==> src/rtl/czonotope_loader_if.sv <==
// rtl/czonotope_loader_if.sv - constrained-zonotope bundle (n/ng/nc, c, G, A, b)
// Ports (signals):
//   n, ng, nc : 8-bit dimension, generator count, constraint count
//   c[NMAX]            : centre vector
//   g[NMAX][NGMAX]     : generator matrix, row i, column j
//   a[NCMAX][NGMAX]    : constraint matrix, row i, column j
//   b[NCMAX]           : constraint right-hand side
//   master : driven by the loader; slave : read by downstream ops
interface czonotope_loader_if #(
    parameter int DATA_WIDTH = 32,
    parameter int NMAX       = 2,
    parameter int NGMAX      = 5,
    parameter int NCMAX      = 3
) ();
    logic [7:0]            n;
    logic [7:0]            ng;
    logic [7:0]            nc;
    logic [DATA_WIDTH-1:0] c [NMAX];
    logic [DATA_WIDTH-1:0] g [NMAX][NGMAX];
    logic [DATA_WIDTH-1:0] a [NCMAX][NGMAX];
    logic [DATA_WIDTH-1:0] b [NCMAX];

    modport master (output n, ng, nc, c, g, a, b);
    modport slave  (input  n, ng, nc, c, g, a, b);
endinterface

==> src/rtl/czonotope_loader.sv <==
// rtl/czonotope_loader.sv - unpacks a word stream into a held constrained zonotope
// Ports:
//   clk_i, rstn_i       : clock, synchronous active-low reset
//   s_data_i/s_valid_i  : input stream word and its valid
//   s_ready_o           : loader accepts a word this cycle
//   Z                   : loaded zonotope (master side of czonotope_loader_if)
//   z_valid_o           : Z complete and stable
//   done_o / err_o      : one-cycle pulses for load complete / header rejected
// Stream order: header {nc[23:16], ng[15:8], n[7:0]}, then c, G row-major, A row-major, b.
module czonotope_loader #(
    parameter int DATA_WIDTH = 32,
    parameter int NMAX       = 2,
    parameter int NGMAX      = 5,
    parameter int NCMAX      = 3
) (
    input  logic                  clk_i,
    input  logic                  rstn_i,
    input  logic [DATA_WIDTH-1:0] s_data_i,
    input  logic                  s_valid_i,
    output logic                  s_ready_o,
    czonotope_loader_if.master    Z,
    output logic                  z_valid_o,
    output logic                  done_o,
    output logic                  err_o
);
    typedef enum logic [2:0] {S_IDLE, S_C, S_G, S_A, S_B, S_DONE, S_ERR} state_t;

    state_t     state_q;
    logic [7:0] row_q;
    logic [7:0] col_q;
    logic [7:0] col_lim;
    logic [7:0] row_lim;
    logic       accept;
    logic       col_last;
    logic       row_last;
    logic       hdr_ok;
    logic       clear_all;
    logic [7:0] hdr_n;
    logic [7:0] hdr_ng;
    logic [7:0] hdr_nc;

    assign accept = s_valid_i && s_ready_o;
    assign hdr_n  = s_data_i[7:0];
    assign hdr_ng = s_data_i[15:8];
    assign hdr_nc = s_data_i[23:16];
    assign hdr_ok = (hdr_n  >= 8'd1) && (hdr_n  <= 8'(NMAX))  &&
                    (hdr_ng >= 8'd1) && (hdr_ng <= 8'(NGMAX)) &&
                    (hdr_nc <= 8'(NCMAX));

    // C and B are single rows, so only the column counter walks them.
    always_comb begin
        col_lim = 8'd0;
        case (state_q)
            S_C:      col_lim = Z.n;
            S_G, S_A: col_lim = Z.ng;
            S_B:      col_lim = Z.nc;
            default:  col_lim = 8'd0;
        endcase
    end

    assign row_lim  = (state_q == S_G) ? Z.n : Z.nc;
    assign col_last = (col_q == col_lim - 8'd1);
    assign row_last = (row_q == row_lim - 8'd1);

    // A fresh load starts from an all-zero zonotope so unused entries never hold stale data.
    assign clear_all = !rstn_i || (state_q == S_IDLE && accept && hdr_ok);

    always_ff @(posedge clk_i) begin
        if (!rstn_i) begin
            state_q   <= S_IDLE;
            row_q     <= 8'd0;
            col_q     <= 8'd0;
            s_ready_o <= 1'b1;
            z_valid_o <= 1'b0;
            done_o    <= 1'b0;
            err_o     <= 1'b0;
            Z.n       <= 8'd0;
            Z.ng      <= 8'd0;
            Z.nc      <= 8'd0;
        end else begin
            done_o <= 1'b0;
            err_o  <= 1'b0;
            case (state_q)
                S_IDLE: begin
                    if (accept) begin
                        if (hdr_ok) begin
                            Z.n       <= hdr_n;
                            Z.ng      <= hdr_ng;
                            Z.nc      <= hdr_nc;
                            z_valid_o <= 1'b0;
                            row_q     <= 8'd0;
                            col_q     <= 8'd0;
                            state_q   <= S_C;
                        end else begin
                            err_o     <= 1'b1;
                            s_ready_o <= 1'b0;
                            state_q   <= S_ERR;
                        end
                    end
                end
                S_C: begin
                    if (accept) begin
                        for (int k = 0; k < NMAX; k++)
                            if (8'(k) == col_q) Z.c[k] <= s_data_i;
                        if (col_last) begin
                            col_q   <= 8'd0;
                            state_q <= S_G;
                        end else begin
                            col_q <= col_q + 8'd1;
                        end
                    end
                end
                S_G: begin
                    if (accept) begin
                        for (int i = 0; i < NMAX; i++)
                            for (int j = 0; j < NGMAX; j++)
                                if (8'(i) == row_q && 8'(j) == col_q) Z.g[i][j] <= s_data_i;
                        if (col_last) begin
                            col_q <= 8'd0;
                            if (row_last) begin
                                row_q <= 8'd0;
                                if (Z.nc == 8'd0) begin
                                    done_o    <= 1'b1;
                                    z_valid_o <= 1'b1;
                                    s_ready_o <= 1'b0;
                                    state_q   <= S_DONE;
                                end else begin
                                    state_q <= S_A;
                                end
                            end else begin
                                row_q <= row_q + 8'd1;
                            end
                        end else begin
                            col_q <= col_q + 8'd1;
                        end
                    end
                end
                S_A: begin
                    if (accept) begin
                        for (int i = 0; i < NCMAX; i++)
                            for (int j = 0; j < NGMAX; j++)
                                if (8'(i) == row_q && 8'(j) == col_q) Z.a[i][j] <= s_data_i;
                        if (col_last) begin
                            col_q <= 8'd0;
                            if (row_last) begin
                                row_q   <= 8'd0;
                                state_q <= S_B;
                            end else begin
                                row_q <= row_q + 8'd1;
                            end
                        end else begin
                            col_q <= col_q + 8'd1;
                        end
                    end
                end
                S_B: begin
                    if (accept) begin
                        for (int k = 0; k < NCMAX; k++)
                            if (8'(k) == col_q) Z.b[k] <= s_data_i;
                        if (col_last) begin
                            col_q     <= 8'd0;
                            done_o    <= 1'b1;
                            z_valid_o <= 1'b1;
                            s_ready_o <= 1'b0;
                            state_q   <= S_DONE;
                        end else begin
                            col_q <= col_q + 8'd1;
                        end
                    end
                end
                default: begin
                    // DONE and ERR each hold ready low for exactly one cycle.
                    s_ready_o <= 1'b1;
                    state_q   <= S_IDLE;
                end
            endcase
        end

        if (clear_all) begin
            for (int i = 0; i < NMAX; i++) begin
                Z.c[i] <= '0;
                for (int j = 0; j < NGMAX; j++) Z.g[i][j] <= '0;
            end
            for (int i = 0; i < NCMAX; i++) begin
                Z.b[i] <= '0;
                for (int j = 0; j < NGMAX; j++) Z.a[i][j] <= '0;
            end
        end
    end
endmodule

==> src/flat_wrapper.sv <==
// flat-port wrapper written by rule: the top's interface ports become plain ports
module czonotope_loader_flat 
#(
    parameter int DATA_WIDTH = 32,
    parameter int NMAX       = 2,
    parameter int NGMAX      = 5,
    parameter int NCMAX      = 3
)
  (clk_i, rstn_i, s_data_i, s_valid_i, s_ready_o, z_valid_o, done_o, err_o, Z_n, Z_ng, Z_nc, Z_c, Z_g, Z_a, Z_b);
  czonotope_loader_if #(.DATA_WIDTH(DATA_WIDTH), .NMAX(NMAX), .NGMAX(NGMAX), .NCMAX(NCMAX)) Z_i ();
  input  logic clk_i;
  input  logic rstn_i;
  input  logic [DATA_WIDTH-1:0] s_data_i;
  input  logic s_valid_i;
  output logic s_ready_o;
  output logic z_valid_o;
  output logic done_o;
  output logic err_o;
  output wire logic [$bits(Z_i.n)-1:0] Z_n;
  output wire logic [$bits(Z_i.ng)-1:0] Z_ng;
  output wire logic [$bits(Z_i.nc)-1:0] Z_nc;
  output wire logic [$bits(Z_i.c)-1:0] Z_c;
  output wire logic [$bits(Z_i.g)-1:0] Z_g;
  output wire logic [$bits(Z_i.a)-1:0] Z_a;
  output wire logic [$bits(Z_i.b)-1:0] Z_b;
  assign Z_n = Z_i.n;
  assign Z_ng = Z_i.ng;
  assign Z_nc = Z_i.nc;
  assign Z_c = {>>{Z_i.c}};
  assign Z_g = {>>{Z_i.g}};
  assign Z_a = {>>{Z_i.a}};
  assign Z_b = {>>{Z_i.b}};
  czonotope_loader #(.DATA_WIDTH(DATA_WIDTH), .NMAX(NMAX), .NGMAX(NGMAX), .NCMAX(NCMAX)) u_core (.clk_i(clk_i), .rstn_i(rstn_i), .s_data_i(s_data_i), .s_valid_i(s_valid_i), .s_ready_o(s_ready_o), .Z(Z_i), .z_valid_o(z_valid_o), .done_o(done_o), .err_o(err_o));
endmodule
==> config.mk <==
export PLATFORM = sky130hd
export DESIGN_NAME = czonotope_loader_flat
export DESIGN_NICKNAME = d
export VERILOG_FILES = /design/src/rtl/czonotope_loader_if.sv /design/src/rtl/czonotope_loader.sv /design/src/flat_wrapper.sv
export SDC_FILE = /design/constraint.sdc
export NUM_CORES = 2
export LEC_CHECK = 0
export CORE_AREA = 2 2 397 399
export CTS_CLUSTER_SIZE = 40
export DETAILED_ROUTE_END_ITERATION = 8
export DIE_AREA = 0 0 399 401
export PLACE_DENSITY = 0.55
export SKIP_LAST_GASP = 1
export SLEW_MARGIN = 25
export SYNTH_ARGS = -nofsm -noshare
export SYNTH_HDL_FRONTEND = slang
export SYNTH_SLANG_ARGS = --single-unit
==> constraint.sdc <==
create_clock -name clk_i -period 3.6 [get_ports clk_i]
set_clock_uncertainty 0.2 [all_clocks]
set_input_delay 0.72 -clock clk_i [delete_from_list [all_inputs] [get_ports clk_i]]
set_output_delay 0.72 -clock clk_i [all_outputs]
set_load 0.01 [all_outputs]
=== Yosys cells after proc, flatten, opt, wreduce, memory -nomap -nowiden ===
Index checks and enable logic that the tools add are counted.

* Flip-flop bits (word level): 1007
* Word-level logic and storage cells: 201

* Reduce and logical (&&, ||, !) cells: 71
* Bitwise gates (word level): 1
* Muxes and demuxes: 51
* $add $sub $neg: 4
* Magnitude comparators: 5
* Eq/ne operators: 29

{| class="wikitable"
|+ Operators with widths
! operator !! number
|-
| 4-bit AND reduction || 31
|-
| 8-bit two-way mux || 8
|-
| 3-bit two-way mux || 13
|-
| 8-bit one-hot mux with 2 select lines || 2
|-
| 2-bit by 1-bit inequality test with 1-bit output, second input constant || 15
|-
| 2-bit by 8-bit equality test with 1-bit output, first input constant || 3
|-
| 8-bit logical NOT || 3
|-
| 8-bit one-hot mux with 3 select lines || 1
|-
| 1-bit two-way mux || 23
|-
| 1-bit logical AND || 22
|-
| 9-bit AND reduction || 2
|-
| 8-bit by 1-bit adder with 8-bit output, second input constant || 2
|-
| 1-bit by 8-bit equality test with 1-bit output, first input constant || 2
|-
| 8-bit equality test || 2
|-
| 8-bit by 1-bit >= comparator with 1-bit output, second input constant || 2
|-
| 8-bit by 2-bit less-or-equal comparator with 1-bit output, second input constant || 2
|-
| 8-bit by 1-bit subtractor with 8-bit output, second input constant || 2
|-
| 3-bit one-hot mux with 5 select lines || 1
|-
| 11-bit AND reduction || 1
|-
| 3-bit by 8-bit equality test with 1-bit output, first input constant || 1
|-
| 8-bit by 3-bit less-or-equal comparator with 1-bit output, second input constant || 1
|-
| 3-bit by 2-bit equality test with 1-bit output, second input constant || 2
|-
| 3-bit AND reduction || 2
|-
| 5-bit AND reduction || 1
|-
| other kinds (14) || 17
|}

=== Logic depth before layout (Yosys ltp) ===
* Depth after elaboration: 8
* Gate-level depth with buffers: 15
* Mapped depth without buffers: 12

=== Least setup slack after synthesis ===
OpenSTA, ideal clock, no wires.

* Path type: register -> register
* From: register u_core.state_q[1]
* To: register u_core.state_q[0]
* Setup slack: -275 ps
* Cell stages (with the launch flop): 16
* Clock period less this slack: 3875 ps
* Setup time: 70 ps
* Data arrival time: 3605 ps
* Cells stage by stage: dfxtp_1 -> buf_4 -> buf_4 -> nor3b_4 -> buf_2 -> mux2i_1 -> ha_1 -> nor3b_1 -> mux2_2 -> mux4_2 -> nor2_1 -> a31oi_1 -> nand3_2 -> nand2_1 -> a311o_1 -> a21boi_1

* Longest elaborated chain between the ends: 7

{| class="wikitable"
|+ Ends and longest elaborated chain
! item !! line !! source
|-
| start: declaration || czonotope_loader.sv:28 || <nowiki>state_t state_q;</nowiki>
|-
| start signal: assignment || czonotope_loader.sv:70 || <nowiki>state_q <= S_IDLE;</nowiki>
|-
| start signal: assignment || czonotope_loader.sv:93 || <nowiki>state_q <= S_C;</nowiki>
|-
| start signal: assignment || czonotope_loader.sv:97 || <nowiki>state_q <= S_ERR;</nowiki>
|-
| 3-bit by 2-bit equality test with 1-bit output, on equally long branches || czonotope_loader.sv:53, czonotope_loader.sv:83, czonotope_loader.sv:61 ||
|-
| 2-bit OR reduction (no source line) || n/a ||
|-
| 8-bit one-hot mux with 3 select lines || czonotope_loader.sv:53 || <nowiki>case (state_q)</nowiki>
|-
| 8-bit by 1-bit subtractor with 8-bit output || czonotope_loader.sv:62 || <nowiki>assign col_last = (col_q == col_lim - 8'd1);</nowiki>
|-
| 8-bit equality test || czonotope_loader.sv:62 ||
|-
| 2-bit by 1-bit inequality test with 1-bit output (no source line) || n/a ||
|-
| 11-bit AND reduction (no source line) || n/a ||
|}

Parallel ways exist; a longest one is shown, timed or not.
A chain may end at the register's enable or synchronous reset.

=== Final worst setup path ===
* From: register u_core.state_q[2]
* To: register u_core.state_q[0]

Same word-level chain as after synthesis.

==> results.ini <==
[timing]
max_freq_mhz = 288
slew_violations = 0
finalCriticalPeriod_ns = 3.47
tightestPinTransition_ns = 1.01
fin_hold_ws_ns = 0.228
hold_viol_final = 0
setup_violations = 0
grt_setup_unrepaired = yes
slew_headroom_pct = 32.3
fin_crit_sh_pct = 96.3

[clock_tree]
clk_latency_ns = 0.72
clockBufferDepth = 3
hold_buffers = 0
cts.sinks = 1007
root_buffer = clkbuf_16
ctsHtreeMaxLevel = 3
numCtsBuffers = 110
clk_pin_slew_ns = 0.06
tritoncts = yes

[synthesis]
synth_xor_area_share_pct = 0.595
muxShareOfSynthArea_pct = 0.623
synthSimpleGateAreaFrac_pct = 23.6
ys_top_cells_by_area = dfxtp_1 (55%), nand2_1 (20%), a21oi_1 (13%)
netlist.area_leader.share_pct = 55.1
synth_top_area_cell = dfxtp_1
yosys.area_share.adder_pct = 0.342
yosysWarnings = 0
synth_compound_area_share_pct = 14.9
synth.distinct_cells = 74
synthFlopType = dfxtp_1
avgSynthCellArea_um2 = 7.78
synth-seq-area-share_pct = 55.1
synth_edf_count = 0
synth-async-reset-ratio_pct = 0
synth-seq-cells = 1007
synth_top_family_by_area = simple AND/OR/NAND/NOR gates
synthesis.area_mm2 = 0.0366
synth_nets = 4748
synthCells = 4703

[global_routing]
grt-ovfl-total = 0
grt_pass1_vias = 34200
grt.total_usage_pct = 23.0
grt_start_max_net_pins = 67
grt_pass1_wl_um = 263000
antenna_found_initial = 17

[cells_and_area]
final_common_cell = nand2_1
drive_gt1_share_pct = 9.44
n_fill_cell = 16000
multi_input_area_mm2 = 0.0150
final_core_util_pct = 35.1
area_growth_pct = 49.2
fin_nets = 5695
stdcell_count = 7794
regArea_mm2 = 0.0202
final_cell_area_mm2 = 0.0546
final_cell_mix = nand2_1 (1960), dfxtp_1 (1005), clkdlybuf4s50_1 (990), a21oi_1 (964), buf_4 (136)

[floorplanning]
io_pins = 1023
start_util_pct = 23.5
coreArea_mm2 = 0.156
die_area_mm2 = 0.160
rows = 145
die_h_um = 401
dieWidth_um = 399

[setup_path]
path_class = flip-flop to flip-flop
reg2reg_depth = 13
reg2reg_slack_ns = 0.13
critical_path_required_ns = 4.03
crit_path_end_kind = flip-flop
start_kind = flip-flop
r2r_start = u_core.state_q[2]$_SDFFE_PN0P_
cp.arrival_ns = 3.90
rr_endpoint = u_core.state_q[0]$_SDFFE_PN0P_
critPathMaxFanout = 5

[power_and_ir_drop]
cellLeakagePower_uw = 0.0179
power_density_mw_per_mm2 = 452
ir_drop_uv = 477
finalPower_uw = 24600

[min_path]
min_from = s_data_i[28]
timing.hold.worst.class = input port to flip-flop
hold_path_depth = 3
hold_end = u_core.Z.c[60]$_SDFFE_PP0P_

[route]
initialDrtViolationCount = 2932
firstDrtPassIters = 5
routed_wl_um = 193000
drc = 0
via_per_inst = 4.68
antenna_left = 0
vias = 36500
wl_per_cell_um = 24.7

[job]
cap_violations = 0

[place]
gp_congestion = 0.851
post-dp-hpwl_um = 129000
placed_cell_area_mm2 = 0.0508
dp.cells = 7595
io_buffer_count = 1022

[run_status]
status = completed

## report_power, final
group / total (uW) / switching, uW / internal (uW)
logic: 1980 / 1390 / 596
registers: 11300 / 65.5 / 11200
clock network: 11400 / 4940 / 6420
## worst max-delay path, cell delays in order, from the launching register on
cell,delay (ns)
dfxtp_4,0.36
nor3b_4,0.36
mux2i_2,0.28
ha_2,0.24
nor3b_4,0.22
mux2_4,0.32
mux4_2,0.49
nor2_4,0.14
a31oi_4,0.05
nand3_2,0.15
buf_6,0.11
nand2_2,0.04
a311o_1,0.26
a21boi_1,0.15
## cells by family (layout without fill, tap and decap cells)
family          count (synthesis)  after routing
fa+ha+maj                      10             10
compound gates               1033           1033
mux                            20             20
xor+xnor                       24             24
buf+inv                       438           1467
other cells                     0              4
flops                        1007           1007
simple gates                 2171           2171
## cells in the mapped netlist (all sizes together) (4+ instances only)
master     n
and3      12
nor3       9
or3        5
and3b      7
and2      31
nand4      8
a211oi     7
o21ai      5
nor2b     17
nor2      44
nand2   1980
o211a      5
a21boi     5
o211ai     7
ha        10
dfxtp   1007
inv       14
buf      107
nor4      11
clkbuf   317
a31oi      4
o21a       5
or4        5
o31ai      4
nand3     14
a21oi    966
nor3b      7
xnor2     19
xor2       5
mux2i     17
## worst max-delay path by stage
| stage | startpoint | end | slack, ns | cells past startpoint |
|---|---|---|---|---|
| floorplan | u_core.state_q[1]$_SDFFE_PN0P_ | u_core.state_q[0]$_SDFFE_PN0P_ | 0.009 | 15 |
| global placement | s_data_i[18] | u_core.Z.g[85]$_SDFFE_PP0P_ | -0.26 | 11 |
| detailed placement | s_data_i[18] | u_core.Z.g[47]$_SDFFE_PP0P_ | -0.27 | 11 |
| CTS | u_core.state_q[2]$_SDFFE_PN0P_ | u_core.row_q[2]$_SDFFE_PN0P_ | 0.07 | 12 |
| global route | u_core.state_q[2]$_SDFFE_PN0P_ | u_core.state_q[2]$_SDFFE_PN0P_ | -0.09 | 13 |
| finish | u_core.state_q[2]$_SDFFE_PN0P_ | u_core.state_q[0]$_SDFFE_PN0P_ | 0.13 | 13 |
## metal layers
| layer | vias up | part of all wire, % | global-route usage (%) |
|---|---|---|---|
| met5 | - | 0 | 0 |
| met4 | 0 | 5.1 | 11.3 |
| met3 | 366 | 7.8 | 5.41 |
| met2 | 1564 | 49 | 39.5 |
| met1 | 17500 | 38 | 26.6 |
| li1 | 17000 | - | - |
## sequential cells by signal, indices dropped and copies added, names as in the netlist
name / cells
u_core.row_q: 8
u_core.Z.c: 64
u_core.err_o: 1
u_core.Z.n: 8
u_core.Z.nc: 8
u_core.Z.a: 480
u_core.z_valid_o: 1
u_core.Z.ng: 8
u_core.done_o: 1
u_core.Z.g: 320
u_core.col_q: 8
u_core.state_q: 3
u_core.s_ready_o: 1
u_core.Z.b: 96
## metrics by stage
| step | setup TNS, ns | worst slack (ns) |
|---|---|---|
| after global placement | -170.22 | -0.260 |
| after global routing | -0.375 | -0.0873 |
| after floorplan | 0 | 0.00865 |
| after detailed placement | -170.20 | -0.265 |
| final | 0 | 0.133 |
| after CTS | 0 | 0.0717 |
## final cells by class
class	count	share of cell area [%]
sequential	1007	37.0
inverter	14	0.0963
multi-input combinational	3258	27.6
clock inverter	39	0.821
tap	2058	4.72
antenna	4	0.0183
clock buffer	155	5.79
timing repair buffer	1259	24.0
## timing repair
action                     in CTS  in global routing
setup endpoints to repair       8                 22
buffers inserted                0                  2
pin swaps                       0                  9
resized for setup               2                 25
Power figures use the tool's default switching activity.
